==> src/rtl/to_upper_gate.sv <==
// Purpose : registered ASCII lower-to-upper converter; the 'a'..'z' detect is built from gate primitives.
// Latency : 1 cycle from in_valid/ascii_in to out_valid/ascii_out/was_lower.
// Backpres: none; accepts one byte every cycle, back-to-back.
//
// Ports:
//   clk        system clock, rising-edge
//   rst_n      synchronous active-low reset
//   in_valid   ascii_in carries a byte this cycle
//   ascii_in   input character code
//   ascii_out  converted character (registered, holds when no new byte)
//   out_valid  ascii_out was updated on the last edge
//   was_lower  the byte in ascii_out was a lowercase letter and was converted
module to_upper_gate (
    input  logic       clk,
    input  logic       rst_n,
    input  logic       in_valid,
    input  logic [7:0] ascii_in,
    output logic [7:0] ascii_out,
    output logic       out_valid,
    output logic       was_lower
);

    // ------------------------------------------------------------------
    // Lowercase detect: ~b7 & b6 & b5 & (b[4:0] != 0) & (b[4:0] <= 26)
    // ------------------------------------------------------------------
    logic nonzero;      // low five bits not all zero (excludes '`')
    logic b1_and_b0;
    logic low_ge27_sel; // b1&b0 | b2 : picks out 27..31 once b4&b3 is known
    logic gt26;         // low five bits in 27..31 (excludes '{'..DEL)
    logic le26;
    logic b7_n;
    logic is_lower;
    logic is_lower_n;
    logic bit5_next;

    or  u_nz    (nonzero, ascii_in[4], ascii_in[3], ascii_in[2], ascii_in[1], ascii_in[0]);
    and u_b10   (b1_and_b0, ascii_in[1], ascii_in[0]);
    or  u_sel   (low_ge27_sel, b1_and_b0, ascii_in[2]);
    and u_gt26  (gt26, ascii_in[4], ascii_in[3], low_ge27_sel);
    not u_le26  (le26, gt26);
    not u_b7n   (b7_n, ascii_in[7]);
    and u_lower (is_lower, b7_n, ascii_in[6], ascii_in[5], nonzero, le26);

    // Clearing bit 5 is the whole conversion; every other bit passes through.
    not u_lown  (is_lower_n, is_lower);
    and u_b5    (bit5_next, ascii_in[5], is_lower_n);

    logic [7:0] out_next;
    assign out_next = {ascii_in[7:6], bit5_next, ascii_in[4:0]};

    // ------------------------------------------------------------------
    // Output register stage
    // ------------------------------------------------------------------
    logic [7:0] ascii_q,     ascii_d;
    logic       was_lower_q, was_lower_d;
    logic       out_valid_q, out_valid_d;

    // Data and flag hold when no byte arrives; only out_valid drops.
    always_comb begin
        ascii_d     = ascii_q;
        was_lower_d = was_lower_q;
        out_valid_d = 1'b0;
        if (in_valid) begin
            ascii_d     = out_next;
            was_lower_d = is_lower;
            out_valid_d = 1'b1;
        end
    end

    always_ff @(posedge clk) begin
        if (!rst_n) begin
            ascii_q     <= 8'h00;
            was_lower_q <= 1'b0;
            out_valid_q <= 1'b0;
        end else begin
            ascii_q     <= ascii_d;
            was_lower_q <= was_lower_d;
            out_valid_q <= out_valid_d;
        end
    end

    assign ascii_out = ascii_q;
    assign was_lower = was_lower_q;
    assign out_valid = out_valid_q;

endmodule

==> config.mk <==
export PLATFORM = sky130hd
export DESIGN_NAME = to_upper_gate
export DESIGN_NICKNAME = d
export VERILOG_FILES = /design/src/rtl/to_upper_gate.sv
export SDC_FILE = /design/constraint.sdc
export NUM_CORES = 1
export LEC_CHECK = 0
export CORE_AREA = 3 3 40 42
export CTS_CLUSTER_DIAMETER = 40
export DETAILED_ROUTE_END_ITERATION = 8
export DIE_AREA = 0 0 43 45
export PLACE_DENSITY = 0.62
export SYNTH_ARGS = -nofsm -noshare
export SYNTH_HDL_FRONTEND = slang
export SYNTH_SLANG_ARGS = --single-unit
export TNS_END_PERCENT = 100
==> constraint.sdc <==
create_clock -name clk -period 2.9 [get_ports clk]
set_input_delay 0.58 -clock clk [delete_from_list [all_inputs] [get_ports clk]]
set_output_delay 0.58 -clock clk [all_outputs]
set_load 0.1 [all_outputs]
# ---- Yosys cells after proc, flatten, opt, wreduce, memory -nomap -nowiden
# Index checks and enable logic that the tools add are counted.
dict set report word_totals {
  regBits 10
  input_bits 11
  out_inout_bits 10
}
dict set report op_classes {
  reduce_logical 3
  muxes 1
  n_bitwise 6
}
# cell count
set op_table {}
lappend op_table {{AND reduction 5 bit} 1}
lappend op_table {{OR reduction 5 bit} 1}
lappend op_table {{NOT 1 bit} 3}
lappend op_table {{AND reduction 3 bit} 1}
lappend op_table {{bitwise AND 1 bit} 2}
lappend op_table {{2-to-1 mux 1 bit} 1}
lappend op_table {{bitwise OR 1 bit} 1}

# ---- Longest topological paths before layout
dict set report depth {
  word_depth 7
  ltp_mapped 3
}

# ---- Worst setup path before layout
# OpenSTA, ideal clock, no wires.
dict set report synth_timing {
  path_type {reg-to-output}
  from {register was_lower_q, in the netlist was_lower}
  to {output port was_lower}
  path_slack_ns 1.395
  arrival_ns 0.925
  stages_incl_launch_ff 1
  path_cell_list {dfxtp_1}
}
# item line_no
set synth_lines {}
lappend synth_lines {{start: declaration} 55} ;# logic was_lower_q, was_lower_d;
lappend synth_lines {{start signal: assignment} 77} ;# was_lower_q <= was_lower_d;
lappend synth_lines {{end: declaration} 20} ;# output logic was_lower
# No word-level cell between the ends.

==> summary.txt <==
Detailed routing
  – WL/cell: 11.5 um
  – First-pass DRT Iterations: 4
  – Antenna-violating nets left: 0
  – Post-DR vias/cell: 4.59
  – Initial DRC Count: 1
  – Vias: 340
  – DRC: 0
  – Routed wire length: 848 um

Finish
  – Most frequent cells in the layout: dfxtp_1, clkdlybuf4s50_1, buf_4
  – Antenna diodes: 0
  – Design area: 622 um2
  – FILL cells: 129
  – Proportion of layout cells with a drive suffix above 1: 0.271
  – Area Overhead vs Synth: 49.2%
  – Layout Cells excl Fill: 74
  – NumNets Final: 72

Clock tree
  – CTS Buf Count: 3
  – Setup Fix Bufs, Post-CTS: 0
  – Clock tree buffer depth: 2
  – Htree depth: 1
  – TritonCTS clock tree: done
  – CTS resizes: 0
  – Clk sinks: 10
  – Clock-pin slew on the worst setup and hold paths: 0.06 ns
  – Skew-Pair Late Insertion Delay: 0.25 ns
  – Clk root buf: clkbuf_4
  – Hold_buf cts: 0

Floorplanning
  – Total core area: 0.00128 mm2
  – Die height: 45 um
  – Die X-Extent: 43 um
  – Row count: 13
  – Initial core utilization: 0.324
  – IO Count: 21
  – Full die area: 0.00194 mm2

Yosys
  – Seq cells post-synth: 10
  – Top cells by area, synth: dfxtp_1, mux2i_1, nor2b_1
  – Biggest area consumer among synthesized cells: dfxtp_1
  – Synth Warn #: 0
  – Share of the synthesized area in the top cell type: 0.480
  – Post-Syn Area per Cell: 11.0 um2
  – Gate Count Post-Synth: 38
  – Synth unique cells: 17
  – Syn nets: 49
  – Synth Cell Area: 417 um2
  – Seq/Total Area, Yosys: 0.480

Place
  – Dpl hpwl: 666 um
  – Final GP Congestion: 0.631
  – Placed Cells: 71
  – Post-DP Area: 599 um2
  – # port buffers: 20
  – Place WS: 0.829 ns

Power and ir drop
  – Psw: 117 uW
  – Static leakage: 0.268 nW
  – Comb power frac: 0.306
  – VDD IR max: 0.235 mV
  – Clk pwr share: 0.259
  – P_int: 225 uW
  – Switching Fraction: 0.341
  – PD cells: 549 mW/mm2
  – Sequential share of power: 0.435

Timing
  – Clk_skew: 0 ns
  – Setup WS post-layout: 1.12 ns
  – Worst-margin pin slew: 0.503 ns
  – Achievable Freq: 562 MHz
  – Final Hold Vio Count: 0
  – Min Tclk post-route: 1.78 ns
  – Final setup fails: 0
  – Final Slew Violations: 0
  – Worst Hold Slack: 0.498 ns
  – Slew headroom: 0.664
  – Total negative setup slack: 0 ns
  – Unrepaired setup endpoints after global routing: false
  – Final period utilization: 0.614

Min path
  – HP Class: reg2reg

Job
  – Max-cap viol count: 0

Worst setup path
  – CP Capture Type: flop
  – Critical path data arrival time: 1.92 ns
  – Critical path required time: 3.04 ns
  – CP Class: in2reg
  – Crit Path Max Fanout: 11
  – Setup crit start kind: input port

GRT
  – Pin count of the biggest net entering global routing: 12
  – Initial antenna violation count: 0
  – Vias in the first global route: 349
  – Total congestion overflow: 0
  – First-pass GRT wire length: 1460 um
  – GRT Total Usage: 0.101

Status
  – Status: finished, final reports clean
## Yosys cell counts
cell,number
nand4b_1,1
dfxtp_1,10
nor2_4,1
o31ai_1,1
or4_4,1
mux2i_1,7
o21ai_0,1
nand2_1,1
mux2_2,1
and2_1,1
buf_4,1
nand3b_1,1
nor2_1,1
nor2b_1,7
clkbuf_1,1
a21oi_1,1
o311a_1,1
## state kept, by name, indices dropped and copies added (netlist names)
register and cells:
out_valid 1, was_lower 1, ascii_out 8
## logic make-up (layout without fill, tap and decap cells)
| family | Yosys count | count (layout) | synth area share |
|---|---|---|---|
| AO/OA/AOI/OAI | 4 | 4 | 0.0661 |
| buffers and inverters | 2 | 23 | 0.0270 |
| flip-flops | 10 | 10 | 0.480 |
| multiplexers | 8 | 8 | 0.195 |
| AND/OR/NAND/NOR | 14 | 14 | 0.231 |
## power by group through the flow
stage          clock network [mW]  logic, mW  registers (mW)
3_5_place_dp                    0      0.105           0.152
3_3_place_gp                    0      0.105           0.152
5_1_grt                    0.0979      0.109           0.149
4_1_cts                    0.0927      0.106           0.148
2_1_floorplan                   0     0.0197           0.206
6_report                   0.0885      0.104           0.148
## cell type report
cell class | instances | area (um2) | area share
Timing Repair Buffer | 20 | 175 | 0.282
Clock buffer | 3 | 22.5 | 0.0362
Sequential cell | 10 | 200 | 0.322
Tap cell | 15 | 18.8 | 0.0302
Multi-Input combinational cell | 26 | 205 | 0.330
## per-layer routing
metal	vias to the layer above	part of all wire	wire, um	global-route usage
met5	-	0	0	0
met4	0	0.019	16	0.0723
met3	2	0.060	51	0.0279
met2	12	0.44	371	0.138
met1	148	0.48	408	0.137
li1	178	-	-	-
## metrics by stage
step,power (mW),utilization
floorplan,0.226,-
global placement,0.257,0.466
detailed placement,0.257,0.466
CTS,0.347,0.484
global route,0.357,0.484
finish,0.341,0.484
## worst max-delay path, cell delays in order
cell and delay, ns:
clkdlybuf4s50_1 0.78, nand4b_1 0.19, o311a_1 0.37
## worst paths after layout
check / from / end / slack [ns] / cells past startpoint
worst max-delay path: in_valid / ascii_out[5] / 1.12 / 3
worst min-delay path: was_lower / was_lower / 0.50 / 2
worst max register to register: ascii_out[5] / ascii_out[5] / 2.12 / 2
worst min register to register: was_lower / was_lower / 0.50 / 2
Note: power is estimated with default switching activity, not from simulation.
